## src/rtl/ifetch_unit_if.sv

```systemverilog
// Instruction-memory request/response bus between the fetch stage and instruction memory.
interface ifetch_unit_if;
    logic        imem_req;
    logic [31:0] imem_addr;
    logic        imem_ready;
    logic [31:0] imem_rdata;

    modport master (output imem_req, output imem_addr, input imem_ready, input imem_rdata);
    modport slave  (input imem_req, input imem_addr, output imem_ready, output imem_rdata);
endinterface

```

## src/rtl/ifetch_unit.sv

```systemverilog
// Instruction-fetch stage: PC select with redirect priority, imem req/ready handshake,
// skid register for back-pressure and a one-entry output buffer toward IF/ID.
module ifetch_unit #(
    parameter logic [31:0] RESET_PC   = 32'h0000_0000,
    parameter logic [31:0] EXC_VECTOR = 32'h0000_0008
) (
    input  logic                 cpu_clk,
    input  logic                 reset,
    input  logic                 PCWrite,
    input  logic                 exc_req,
    input  logic                 eret,
    input  logic [31:0]          epc,
    input  logic                 jump,
    input  logic [31:0]          jump_target,
    input  logic                 branch_taken,
    input  logic [31:0]          branch_target,
    ifetch_unit_if.master        imem,
    output logic [31:0]          IF_PC,
    output logic [31:0]          IF_opcplus4,
    output logic [31:0]          IF_instruction,
    output logic                 IF_valid,
    output logic                 pc_misalign
);
    localparam int unsigned XLEN = 32;

    typedef enum logic [1:0] {IDLE, REQ, FULL, DRAIN} state_e;

    state_e            state_q, state_d;
    logic [XLEN-1:0]   pc_q, pc_d;
    logic [XLEN-1:0]   skid_q, skid_d;
    logic [XLEN-1:0]   pending_q, pending_d;
    logic [XLEN-1:0]   if_pc_q, if_pc_d;
    logic [XLEN-1:0]   if_op4_q, if_op4_d;
    logic [XLEN-1:0]   if_instr_q, if_instr_d;
    logic              if_valid_q, if_valid_d;
    logic              misalign_q, misalign_d;
    logic              req_q, req_d;

    logic              redirect;
    logic [XLEN-1:0]   target_raw;
    logic [XLEN-1:0]   target;
    logic              slot_free;
    logic [XLEN-1:0]   pc_plus4;

    // Redirect source selection, highest priority first
    always_comb begin
        target_raw = branch_target;
        if (exc_req)     target_raw = EXC_VECTOR;
        else if (eret)   target_raw = epc;
        else if (jump)   target_raw = jump_target;
        redirect = exc_req | eret | jump | branch_taken;
        target   = {target_raw[XLEN-1:2], 2'b00};
    end

    assign slot_free = !if_valid_q || PCWrite;
    assign pc_plus4  = pc_q + XLEN'(4);

    always_comb begin
        state_d    = state_q;
        pc_d       = pc_q;
        skid_d     = skid_q;
        pending_d  = pending_q;
        if_pc_d    = if_pc_q;
        if_op4_d   = if_op4_q;
        if_instr_d = if_instr_q;
        if_valid_d = if_valid_q && !PCWrite;
        misalign_d = 1'b0;

        unique case (state_q)
            IDLE: begin
                state_d = REQ;
                if (redirect) pc_d = target;
            end
            REQ: begin
                if (redirect) begin
                    if (imem.imem_ready) begin
                        pc_d = target;
                    end else begin
                        pending_d = target;
                        state_d   = DRAIN;
                    end
                end else if (imem.imem_ready) begin
                    if (slot_free) begin
                        if_instr_d = imem.imem_rdata;
                        if_pc_d    = pc_q;
                        if_op4_d   = pc_plus4;
                        if_valid_d = 1'b1;
                        pc_d       = pc_plus4;
                    end else begin
                        skid_d  = imem.imem_rdata;
                        state_d = FULL;
                    end
                end
            end
            FULL: begin
                if (redirect) begin
                    pc_d    = target;
                    state_d = REQ;
                end else if (slot_free) begin
                    if_instr_d = skid_q;
                    if_pc_d    = pc_q;
                    if_op4_d   = pc_plus4;
                    if_valid_d = 1'b1;
                    pc_d       = pc_plus4;
                    state_d    = REQ;
                end
            end
            DRAIN: begin
                // Stale response is always discarded; address stays at pc_q until ready
                if (imem.imem_ready) begin
                    pc_d    = redirect ? target : pending_q;
                    state_d = REQ;
                end else if (redirect) begin
                    pending_d = target;
                end
            end
            default: state_d = IDLE;
        endcase

        // Flush wins over any consume or capture at the same edge
        if (redirect) begin
            if_valid_d = 1'b0;
            if_pc_d    = '0;
            if_op4_d   = '0;
            if_instr_d = '0;
            misalign_d = (target_raw[1:0] != 2'b00);
        end

        req_d = (state_d == REQ) || (state_d == DRAIN);
    end

    always_ff @(posedge cpu_clk or posedge reset) begin
        if (reset) begin
            state_q    <= IDLE;
            pc_q       <= RESET_PC;
            skid_q     <= '0;
            pending_q  <= '0;
            if_pc_q    <= '0;
            if_op4_q   <= '0;
            if_instr_q <= '0;
            if_valid_q <= 1'b0;
            misalign_q <= 1'b0;
            req_q      <= 1'b0;
        end else begin
            state_q    <= state_d;
            pc_q       <= pc_d;
            skid_q     <= skid_d;
            pending_q  <= pending_d;
            if_pc_q    <= if_pc_d;
            if_op4_q   <= if_op4_d;
            if_instr_q <= if_instr_d;
            if_valid_q <= if_valid_d;
            misalign_q <= misalign_d;
            req_q      <= req_d;
        end
    end

    assign imem.imem_req  = req_q;
    assign imem.imem_addr = pc_q;
    assign IF_PC          = if_pc_q;
    assign IF_opcplus4    = if_op4_q;
    assign IF_instruction = if_instr_q;
    assign IF_valid       = if_valid_q;
    assign pc_misalign    = misalign_q;
endmodule

```

## src/flat_wrapper.sv

```systemverilog
// flat-port wrapper written by rule: the top's interface ports become plain ports
module ifetch_unit_flat 
#(
    parameter logic [31:0] RESET_PC   = 32'h0000_0000,
    parameter logic [31:0] EXC_VECTOR = 32'h0000_0008
)
  (cpu_clk, reset, PCWrite, exc_req, eret, epc, jump, jump_target, branch_taken, branch_target, IF_PC, IF_opcplus4, IF_instruction, IF_valid, pc_misalign, imem_imem_req, imem_imem_addr, imem_imem_ready, imem_imem_rdata);
  ifetch_unit_if imem_i ();
  input  logic cpu_clk;
  input  logic reset;
  input  logic PCWrite;
  input  logic exc_req;
  input  logic eret;
  input  logic [31:0] epc;
  input  logic jump;
  input  logic [31:0] jump_target;
  input  logic branch_taken;
  input  logic [31:0] branch_target;
  output logic [31:0] IF_PC;
  output logic [31:0] IF_opcplus4;
  output logic [31:0] IF_instruction;
  output logic IF_valid;
  output logic pc_misalign;
  output wire logic [$bits(imem_i.imem_req)-1:0] imem_imem_req;
  output wire logic [$bits(imem_i.imem_addr)-1:0] imem_imem_addr;
  input wire logic [$bits(imem_i.imem_ready)-1:0] imem_imem_ready;
  input wire logic [$bits(imem_i.imem_rdata)-1:0] imem_imem_rdata;
  assign imem_imem_req = imem_i.imem_req;
  assign imem_imem_addr = imem_i.imem_addr;
  assign imem_i.imem_ready = imem_imem_ready;
  assign imem_i.imem_rdata = imem_imem_rdata;
  ifetch_unit #(.RESET_PC(RESET_PC), .EXC_VECTOR(EXC_VECTOR)) u_core (.cpu_clk(cpu_clk), .reset(reset), .PCWrite(PCWrite), .exc_req(exc_req), .eret(eret), .epc(epc), .jump(jump), .jump_target(jump_target), .branch_taken(branch_taken), .branch_target(branch_target), .imem(imem_i), .IF_PC(IF_PC), .IF_opcplus4(IF_opcplus4), .IF_instruction(IF_instruction), .IF_valid(IF_valid), .pc_misalign(pc_misalign));
endmodule
```

## config.mk

```make
export PLATFORM = sky130hd
export DESIGN_NAME = ifetch_unit_flat
export DESIGN_NICKNAME = d
export VERILOG_FILES = /design/src/rtl/ifetch_unit_if.sv /design/src/rtl/ifetch_unit.sv /design/src/flat_wrapper.sv
export SDC_FILE = /design/constraint.sdc
export NUM_CORES = 1
export LEC_CHECK = 0
export CORE_AREA = 2 2 149 151
export DETAILED_ROUTE_END_ITERATION = 6
export DIE_AREA = 0 0 151 153
export PLACE_DENSITY = 0.8
export SYNTH_ARGS = -nofsm -noshare
export SYNTH_HDL_FRONTEND = slang
export SYNTH_SLANG_ARGS = --single-unit
```

## constraint.sdc

```tcl
create_clock -name cpu_clk -period 16.6 [get_ports cpu_clk]
set_clock_uncertainty 0.05 [all_clocks]
set_input_delay 3.32 -clock cpu_clk [delete_from_list [all_inputs] [get_ports cpu_clk]]
set_output_delay 3.32 -clock cpu_clk [all_outputs]
set_load 0.01 [all_outputs]
```

Yosys cells after proc, flatten, opt, wreduce, memory -nomap -nowiden

Cells that the tools add are included.

Register bits: 197
Bits in latches: 0
RAM bits: 0
Bits in read-only memories: 0
Bits of input ports: 136
Output and inout bits: 131
Memories kept: 0

Add/subtract/negate cells: 1
Multipliers: 0
Divide/modulo/power cells: 0
$lt $le $gt $ge: 0
Equality and inequality tests: 14
Shifts and indexed selects: 0
Mux-type cells: 42
Bitwise gates (word level): 5
Reductions and logical operators: 14

Operator list:

| kind                    | count |
|---|---|
| $mux W32                | 24 |
| $pmux W32 S2            | 4 |
| $pmux W32 S4            | 1 |
| $add A32 B3 Y32 const B | 1 |
| $mux W2                 | 7 |
| $reduce_and A4 Y1       | 3 |
| $ne A2 B2 Y1 const B    | 4 |
| $pmux W2 S4             | 1 |
| $eq A2 B2 Y1 const B    | 3 |
| $ne A3 B1 Y1 const B    | 2 |
| $eq A2 B1 Y1 const B    | 2 |
| $mux W1                 | 4 |
| $ne A2 B1 Y1 const B    | 2 |
| $reduce_bool A2 Y1      | 2 |
| $ne A3 B2 Y1 const B    | 1 |
| $or A1 B1 Y1            | 3 |
| $reduce_and A3 Y1       | 1 |
| $reduce_bool A3 Y1      | 1 |
| $logic_not A1 Y1        | 2 |
| $logic_not A2 Y1        | 1 |
| $logic_or A1 B1 Y1      | 2 |
| $not A1 Y1              | 2 |
| $pmux W1 S2             | 1 |
| $reduce_and A2 Y1       | 1 |
| $logic_and A1 B1 Y1     | 1 |

Depth between registers and ports, before layout

Gate-level depths: netlist of the first run.

Depth in word-level cells: 8
Gate-level depth with buffers: 9
Mapped depth without buffers: 7

Worst setup path after synthesis of the first run

Ideal clock, no wire load.

Path kind: input to register
Start: input port jump
End: register u_core.if_instr_q[19] (netlist: u_core.IF_instruction[19])
Setup time: 0.125 ns
Data arrival time: 4.870 ns
Data required time: 16.425 ns
Setup slack: 11.555 ns
Cell stages on the path: 6
Path buffers: 3
Cell sequence: buf_6 > or4_4 > buf_6 > a21oi_2 > buf_4 > mux2_2

Longest elaborated chain between the ends: 4

RTL lines:

| what                                           | RTL line           | RTL |
|---|---|---|
| start: declaration                             | flat_wrapper.sv:15 | `input logic jump;` |
| $or A1 B1 Y1 (*) (2 in series)                 | ifetch_unit.sv:51  | `redirect = exc_req \| eret \| jump \| branch_taken;` |
| $ne A3 B1 Y1 (no line) (tied with other cells) | n/a                |  |
| $reduce_and A4 Y1 (no line)                    | n/a                |  |
| end signal: assignment                         | ifetch_unit.sv:151 | `if_instr_q <= if_instr_d;` |
| end: declaration                               | ifetch_unit.sv:34  | `logic [XLEN-1:0] if_instr_q, if_instr_d;` |

Every way passes the cells marked *; elsewhere a longest branch is shown, timed or not.
A chain may end at the register's enable or synchronous reset.

Final worst setup path of the first run

Start: input port exc_req
End: register u_core.skid_q[4]

Longest elaborated chain between the ends: 5

RTL lines:

| what                        | RTL line           | RTL |
|---|---|---|
| start: declaration          | flat_wrapper.sv:12 | `input logic exc_req;` |
| $or A1 B1 Y1 (3 in series)  | ifetch_unit.sv:51  |  |
| $not A1 Y1 (no line)        | n/a                |  |
| $reduce_and A4 Y1 (no line) | n/a                |  |
| end signal: assignment      | ifetch_unit.sv:147 | `skid_q <= skid_d;` |
| end: declaration            | ifetch_unit.sv:30  | `logic [XLEN-1:0] skid_q, skid_d;` |

No other way between the ends.

==> results.cfg, run 1 <==
[outcome]
outcome = finished, final reports clean

[setup_path]
critPathMostFrequentCell = buf_4
worstSetupEndpointType = flop
cp_data_required_time_ns = 16.87
startpoint_type = input pin
critical_path.max_stage_delay_ns = 0.71
path_class = input pin to flop
critPathMaxFanout = 71
worstPathCellList = clkdlybuf4s50_1, buf_4, nor4_4, buf_4, nand2_1, nor2_2, buf_4, mux2_2
cpMaxStageDelayCell = nor2_2
worstPathArrival_ns = 6.63

[global_route]
antenna_found_initial = 0
grt_overflow_total = 0
grt_first_pass_wirelength_microns = 49100
grt_pass1_vias = 8838
grt_usage_pct = 27.23
grt_start_max_net_pins = 138

[clocking]
clock_latency_ns = 0.44
cts_tree = yes
cts_buffer_depth = 2
clock_tree.root_cell = clkbuf_16
cts.clk_slew.worst_paths_ns = 0.08
cts-resized-gates = 0
cts_sinks = 194
htree_levels = 4
holdBufCountCts = 0
cts_buffers = 17
post_cts_buffers = 0

[sta]
setup_viol = 0
period_share_pct = 38.27
fmax_ghz = 0.1574
finalHoldViolCount = 0
slew_headroom_pct = 25.72
rsz0062_at_grt = false
tns_ns = 0
tightestPinTransition_ns = 1.112
post-route-min-period_ns = 6.353
fin_hold_ws_ns = 0.4291
drv_slew = 0

[logic_synthesis]
ys_async_sr_fraction_pct = 100.0
yosysMostFrequentCell = dfrtp_1
ys.flop_type = dfrtp_1
syn_area_per_cell_sq_um = 9.575
synth_edf_count = 0
yosysTopAreaCellShare_pct = 46.17
yosys_warnings = 0
synth.distinct_cells = 68
synth_top_area_cell = dfrtp_1
seq_area_frac_synth_pct = 46.17
syn_inst = 1098
synth_area_leaders = dfrtp_1 46%, mux2_2 10%, nand2_1 5.7%
ys_ff_latch = 194
synthTopCellsByCount = 194 x dfrtp_1, 160 x nand2_1, 100 x o21ai_0, 95 x mux2_2, 73 x nor2_1
synth_nets = 1240
syn-cell-area_sq_mm = 0.01051

[drt]
dr.pass1.iters = 5
drc_errors = 0
wl_per_cell_microns = 19.43
vias_per_cell = 5.825
ant_nets = 0
drt_iter0_markers = 976
num_vias = 9291
wl_microns = 30990

[cells_and_area]
num_antenna_cells = 0
fin_area_sq_mm = 0.01383
drive_above_1_share_pct = 11.63
final_cells = 1595
syn2layout_area_growth_pct = 31.55
final_nets = 1444
fillerInstances = 1749

[die]
die_h_microns = 153
row_count = 54
start_util_pct = 48.93
die_x_microns = 151
coreArea_sq_mm = 0.02149
boundaryPins = 267
die-area_sq_mm = 0.02310

[pwr]
power.density_mw_per_mm2 = 121.5
p_total_w = 0.001680
p_leak_nw = 5.735
ir_worst_vdd_v = 0.00008246

[min_path]
hp-class = flop to flop

[placed_design]
port_buffers = 266
gp_congestion = 0.8839
postPlaceCellArea_sq_mm = 0.01319
hpwl_microns = 22000
place_inst = 1563

[job]
maxCapViolations = 0
==> power breakdown <==
part | switching, W | internal, W | leakage (nW)
Sequential | 0.000115 | 0.000549 | 2.62
Clock | 0.000210 | 0.000220 | 0.303
Combinational | 0.000325 | 0.000261 | 2.81
Total | 0.000650 | 0.00103 | 5.73
==> worst max-delay path, delay by kind of cell <==
kind,cells,cell delay [ns]
AND/OR/NAND/NOR,3,1.19
buffers and inverters,4,1.65
multiplexers,1,0.40
==> layer usage <==
metal  global-route usage, %  part of all wire [%]  vias to the layer above
met4                   5.652                   1.2                        0
li1                        -                     -                     4345
met2                   41.58                    46                      496
met5                       0                     0                        -
met3                   7.015                   9.7                       32
met1                   39.40                    43                     4418
==> final timing paths <==
path / start / end / slack [ns] / cells after the start
worst min-delay path: u_core.pending_q[9] / u_core.pending_q[9] / 0.43 / 2
worst max-delay path: exc_req / u_core.skid_q[4] / 10.25 / 8
worst min register to register: u_core.pending_q[9] / u_core.pending_q[9] / 0.43 / 2
max in group asynchronous: reset / u_core.imem.imem_addr[5] / 11.75 / 3
min in group asynchronous: reset / u_core.IF_instruction[25] / 3.44 / 2
worst max register to register: u_core.state_q[0] / u_core.imem.imem_addr[30] / 12.65 / 7
==> placed cells by master (no fill, tap or decap), types with 5 or more instances in the layout <==
master | synthesis | final
o21ai_1 | 5 | 5
nor2_1 | 73 | 72
dfrtp_1 | 194 | 194
o31ai_1 | 12 | 12
clkinv_8 | 0 | 7
nand2b_1 | 15 | 15
buf_4 | 9 | 9
o22ai_1 | 8 | 8
nand3_1 | 28 | 28
nand4_1 | 21 | 21
o211ai_1 | 19 | 19
nor3_1 | 14 | 14
a311oi_1 | 6 | 6
nand2_1 | 160 | 160
xnor2_1 | 13 | 13
nor4_1 | 8 | 8
inv_1 | 17 | 16
xor2_1 | 12 | 12
a21oi_1 | 38 | 37
ha_1 | 6 | 5
mux2i_1 | 44 | 44
a31oi_1 | 8 | 8
nor2b_1 | 9 | 9
mux2_2 | 95 | 95
a211oi_1 | 13 | 13
and3_1 | 8 | 8
clkdlybuf4s50_1 | 0 | 264
o21ai_0 | 100 | 100
o2111ai_1 | 6 | 6
clkbuf_16 | 0 | 17
a2111oi_0 | 6 | 6
a21o_1 | 7 | 7
and2_1 | 6 | 6
==> area by class of cell <==
type,instances,area [sq um],area share [%]
repair buffers,275,2720,19.67
inverters,18,75.07,0.5428
clock buffers,17,425.4,3.076
well taps,280,350.3,2.533
multi-input cells,796,5194,37.55
clock inverters,15,211.5,1.529
flip-flops and latches,194,4855,35.10
==> registers in the layout, summed over array words and instances (netlist names) <==
| name | cells |
|---|---|
| u_core.state_q | 2 |
| u_core.IF_instruction | 32 |
| u_core.imem.imem_addr | 32 |
| u_core.pending_q | 32 |
| u_core.IF_valid | 1 |
| u_core.pc_misalign | 1 |
| u_core.IF_PC | 30 |
| u_core.IF_opcplus4 | 32 |
| u_core.skid_q | 32 |
==> kinds of logic after synthesis <==
logic type	Yosys count	synth area share [%]
compound gates	262	15.82
flops	194	46.17
buf+inv	108	4.653
xor+xnor	25	2.083
mux	142	14.69
fa+ha+maj	6	0.7140
simple gates	361	15.88
==> metrics by stage <==
step | setup WS [ns] | util (%)
6_report | 10.25 | 64.37
5_1_grt | 10.09 | 64.37
4_1_cts | 10.29 | 64.37
3_5_place_dp | 9.868 | 61.41
3_3_place_gp | 9.908 | 61.41
2_1_floorplan | 7.946 | -
(Power assumes the default switching activity.)
==> run 2, diff against run 1 <==
Clock period 16.6 ns to 6 ns, I/O delays scaled along.
==> run 2 against run 1 <==
  * Total power rose to 2.8 times the previous value
  * Die area unchanged
  * Utilization increased by 0.10 points
  * Largest power group unchanged
  * Final cell count up 0.44%
  * Largest cell class unchanged
  * Sequential cell count did not move
  * Sequential power grew to 2.8 times the previous value
  * Register-to-register slack worse by 11 ns
  * Sequential share of layout area decreased by 0.057 points
==> results.cfg, run 2 (synthesis results as in run 1) <==
[global_route]
grt_start_max_net_pins = 60
grt_first_pass_wirelength_microns = 49090
grt_usage_pct = 27.10
antenna_found_initial = 0
grt_pass1_vias = 8876
grt_overflow_total = 0

[sta]
tns_ns = 0
tightestPinTransition_ns = 1.103
rsz0062_at_grt = false
slew_headroom_pct = 26.50
post-route-min-period_ns = 4.057
finalHoldViolCount = 0
fmax_ghz = 0.2465
setup_viol = 0
drv_slew = 0
period_share_pct = 67.62
fin_hold_ws_ns = 0.4331

[pwr]
ir_worst_vdd_v = 0.0002689
power.density_mw_per_mm2 = 334.7
p_leak_nw = 5.754

[clocking]
holdBufCountCts = 0
cts_buffer_depth = 2
post_cts_buffers = 0
cts_buffers = 17
cts-resized-gates = 0
htree_levels = 4
clock_latency_ns = 0.45
cts.clk_slew.worst_paths_ns = 0.08
clock_tree.root_cell = clkbuf_16
cts_sinks = 194
cts_tree = yes

[cells_and_area]
final_cells = 1602
final_common_cell = clkdlybuf4s50_1
syn2layout_area_growth_pct = 31.76
utilization_pct = 64.48
final_nets = 1451
final_cell_mix = 264 x clkdlybuf4s50_1, 194 x dfrtp_1, 160 x nand2_1
num_antenna_cells = 0
drive_above_1_share_pct = 12.10

[die]
start_util_pct = 48.93
boundaryPins = 267
die_x_microns = 151
row_count = 54
die-area_sq_mm = 0.02310
coreArea_sq_mm = 0.02149
die_h_microns = 153

[drt]
drt_iter0_markers = 1109
drt-met1-wl_microns = 13410
wl_met2_microns = 14190
wl_microns = 31290
wl_per_cell_microns = 19.53
highest_layer = met4
dr.pass1.iters = 7
ant_nets = 0
drc_errors = 0
route.met3.wl_microns = 3388
num_vias = 9431
vias_per_cell = 5.887

[setup_path]
cp_top_family = compound AO/OA/AOI/OAI gates
path_class = input pin to flop
cpMaxStageDelayCell = o21ai_1
worstPathArrival_ns = 4.31
cp_data_required_time_ns = 6.25
critPathMaxFanout = 22
worstSetupEndpointType = flop
critical_path.max_stage_delay_ns = 0.83
critPathBufInv = 1
startpoint_type = input pin
worstPathCellList = clkdlybuf4s50_1, and3b_1, o21ai_1, nand2_1, a311oi_1, o22ai_1

[placed_design]
place_inst = 1570
port_buffers = 266
gp_congestion = 0.9261
hpwl_microns = 22750

[job]
maxCapViolations = 0

[outcome]
outcome = finished, final reports clean

[min_path]
hp-class = flop to flop
run 2: cell types whose count changed in the layout (fill, tap and decap cells not counted), sizes merged:
cell	change
buf	+7
inv	+2
clkinvlp	+1
clkinv	-3
bufinv	-1
clkbuf	+1
run 2: report_power, final:
part	total, W	internal (W)	switching [W]
clock	0.00115	0.000574	0.000578
combinational	0.00164	0.000727	0.000918
sequential	0.00184	0.00152	0.000319
total	0.00464	0.00282	0.00182
run 2: path summary, 6_finish.rpt:
path / start / to / depth (start not counted) / slack, ns
worst max-delay path: PCWrite / u_core.imem.imem_addr[29] / 6 / 1.94
worst min-delay path: u_core.IF_opcplus4[24] / u_core.IF_opcplus4[24] / 2 / 0.43
worst max register to register: u_core.state_q[0] / u_core.imem.imem_addr[29] / 8 / 1.98
worst min register to register: u_core.IF_opcplus4[24] / u_core.IF_opcplus4[24] / 2 / 0.43
max in group asynchronous: reset / u_core.IF_instruction[10] / 3 / 3.42
min in group asynchronous: reset / u_core.IF_valid / 2 / 1.26
run 2: stage by stage:
step	total power [W]	area, sq um	worst slack [ns]
global route	0.004860	13850	1.929
global placement	0.003411	13260	1.832
finish	0.004636	13850	1.943
detailed placement	0.003452	13260	1.702
CTS	0.004594	13850	2.167
floorplan	0.002766	10520	2.246
run 2: per-layer routing:
| metal | GRT usage (%) | up-vias |
|---|---|---|
| met3 | 7.881 | 33 |
| met5 | 0 | - |
| met1 | 39.41 | 4450 |
| met2 | 40.97 | 578 |
| li1 | - | 4370 |
| met4 | 4.717 | 0 |
run 2: worst reg2reg max path: cells and delay by family, from the launching register on:
kind,cells,cell delay (ns)
flip-flops,1,0.48
buffers and inverters,2,0.38
AO/OA/AOI/OAI,3,1.62
adder cells (fa/ha/maj),1,0.30
AND/OR/NAND/NOR,2,1.03
run 2: final cells by class:
cell class	count	area (sq um)
multi-input cells	796	5194
repair buffers	282	2785
inverters	18	71.32
clock inverters	14	158.9
fillers	1729	7632
flip-flops and latches	194	4855
clock buffers	18	439.2
well taps	280	350.3
==> run 3, diff against run 2 <==
Clock period 6 ns to 4.1 ns, I/O delays scaled along.
==> run 3 against run 2 <==
  * Sequential cell count stayed put
  * Die area stayed put
  * Setup slack got worse by 0.89 ns
  * Worst hold slack got worse by 0.0017 ns
  * Clock power increased by 50%
  * Sequential power is 46% higher
  * Largest cell class unchanged
==> results.cfg, run 3 (synthesis results as in run 1) <==
[outcome]
outcome = finished, final reports clean

[cells_and_area]
fillerInstances = 1746
final_common_cell = clkdlybuf4s50_1
final_cell_mix = 264 x clkdlybuf4s50_1, 194 x dfrtp_1, 160 x nand2_1
syn2layout_area_growth_pct = 33.00
final_nets = 1463
fin_area_sq_mm = 0.01398
drive_above_1_share_pct = 12.89
num_antenna_cells = 0

[placed_design]
gp_congestion = 0.9349
hpwl_microns = 23000
port_buffers = 266
postPlaceCellArea_sq_mm = 0.01336

[clocking]
cts_buffers = 17
cts-resized-gates = 0
holdBufCountCts = 0
cts.clk_slew.worst_paths_ns = 0.08
cts_tree = yes
clock_tree.root_cell = clkbuf_16
clock_latency_ns = 0.45
htree_levels = 4
cts_buffer_depth = 2
post_cts_buffers = 0
cts_sinks = 194

[die]
row_count = 54
boundaryPins = 267
start_util_pct = 48.93
coreArea_sq_mm = 0.02149
die_x_microns = 151
die-area_sq_mm = 0.02310
die_h_microns = 153

[drt]
vias_per_cell = 5.897
wl_per_cell_microns = 19.39
drt-met1-wl_microns = 13400
dr.pass1.iters = 7
highest_layer = met4
num_vias = 9518
wl_met2_microns = 14240
ant_nets = 0
wl_microns = 31300
drc_errors = 0
drt_iter0_markers = 1017
route.met3.wl_microns = 3220

[pwr]
ir_worst_vdd_v = 0.0004325
power.density_mw_per_mm2 = 488.7
p_leak_nw = 5.828

[global_route]
grt_start_max_net_pins = 68
grt_pass1_vias = 9004
grt_usage_pct = 27.50
grt_overflow_total = 0
antenna_found_initial = 0
grt_first_pass_wirelength_microns = 49880

[sta]
slew_headroom_pct = 28.87
rsz0062_at_grt = false
period_share_pct = 74.29
setup_viol = 0
fmax_ghz = 0.3283
tns_ns = 0
finalHoldViolCount = 0
tightestPinTransition_ns = 1.060
drv_slew = 0
post-route-min-period_ns = 3.046

[setup_path]
r2r_start = u_core.state_q[0]
worstPathCellList = clkdlybuf4s50_1, nor4_4, buf_4, nand3_1, o21ai_0
worstPathArrival_ns = 3.34
critPathBufInv = 2
worstSetupEndpointType = flop
critical_path.max_stage_delay_ns = 0.58
cp_top_family = simple AND/OR/NAND/NOR gates
critPathMaxFanout = 24
cpMaxStageDelayCell = clkdlybuf4s50_1
startpoint_type = input pin
cp_data_required_time_ns = 4.39
path_class = input pin to flop
rr_endpoint = u_core.imem.imem_addr[29]
rrSetupSlack_ns = 1.11
reg2regPathDepth = 8

[min_path]
hold_path_startpoint = u_core.IF_opcplus4[9]
hold_depth = 2
hold_end = u_core.IF_opcplus4[9]
hp-class = flop to flop

[job]
maxCapViolations = 0
[run 3: worst min-delay path, stage by stage, from the launching register on]
cell     delay, ns
dfrtp_1       0.35
nand2_1       0.04
o21ai_0       0.06
[run 3: worst max path at each step]
stage | start | endpoint | slack, ns | cells after the start
3_3_place_gp | exc_req | u_core.imem.imem_addr[4] | 0.68 | 6
2_1_floorplan | reset | u_core.IF_PC[10] | 0.73 | 1
6_report | exc_req | u_core.IF_opcplus4[19] | 1.05 | 5
5_1_grt | exc_req | u_core.IF_opcplus4[19] | 0.89 | 5
3_5_place_dp | exc_req | u_core.imem.imem_addr[4] | 0.62 | 6
4_1_cts | exc_req | u_core.imem.imem_addr[4] | 1.08 | 6
[run 3: final cells by class]
cell class | instances | area (sq um) | share of cell area, %
clock buffer | 17 | 425.4 | 3.042
clock inverter | 15 | 200.2 | 1.432
inverter | 18 | 71.32 | 0.5100
multi-input combinational | 796 | 5194 | 37.14
sequential | 194 | 4855 | 34.72
tap | 280 | 350.3 | 2.505
timing repair buffer | 294 | 2888 | 20.65
[run 3: through the flow]
stage,hold slack (ns),instances,power [W],utilization (%),setup slack (ns)
final,0.4314,1614,0.006834,65.08,1.054
after global routing,0.4499,1614,0.007194,65.08,0.8862
after CTS,0.4386,1614,0.006803,65.08,1.083
after detailed placement,0.4200,1582,0.005069,62.17,0.6162
after global placement,0.4084,1582,0.005004,62.17,0.6825
after floorplan,0.3923,1098,0.004048,-,0.7256
[run 3: power breakdown]
part           switching, W  internal [W]  total, W
clock network      0.000889      0.000843   0.00173
logic               0.00134       0.00108   0.00242
registers          0.000456       0.00222   0.00268
total               0.00268       0.00415   0.00683
[run 3: metal layers]
metal,vias up,GRT usage [%]
li1,4389,-
met2,552,41.39
met3,43,7.313
met4,0,5.563
met1,4534,40.23
met5,-,0
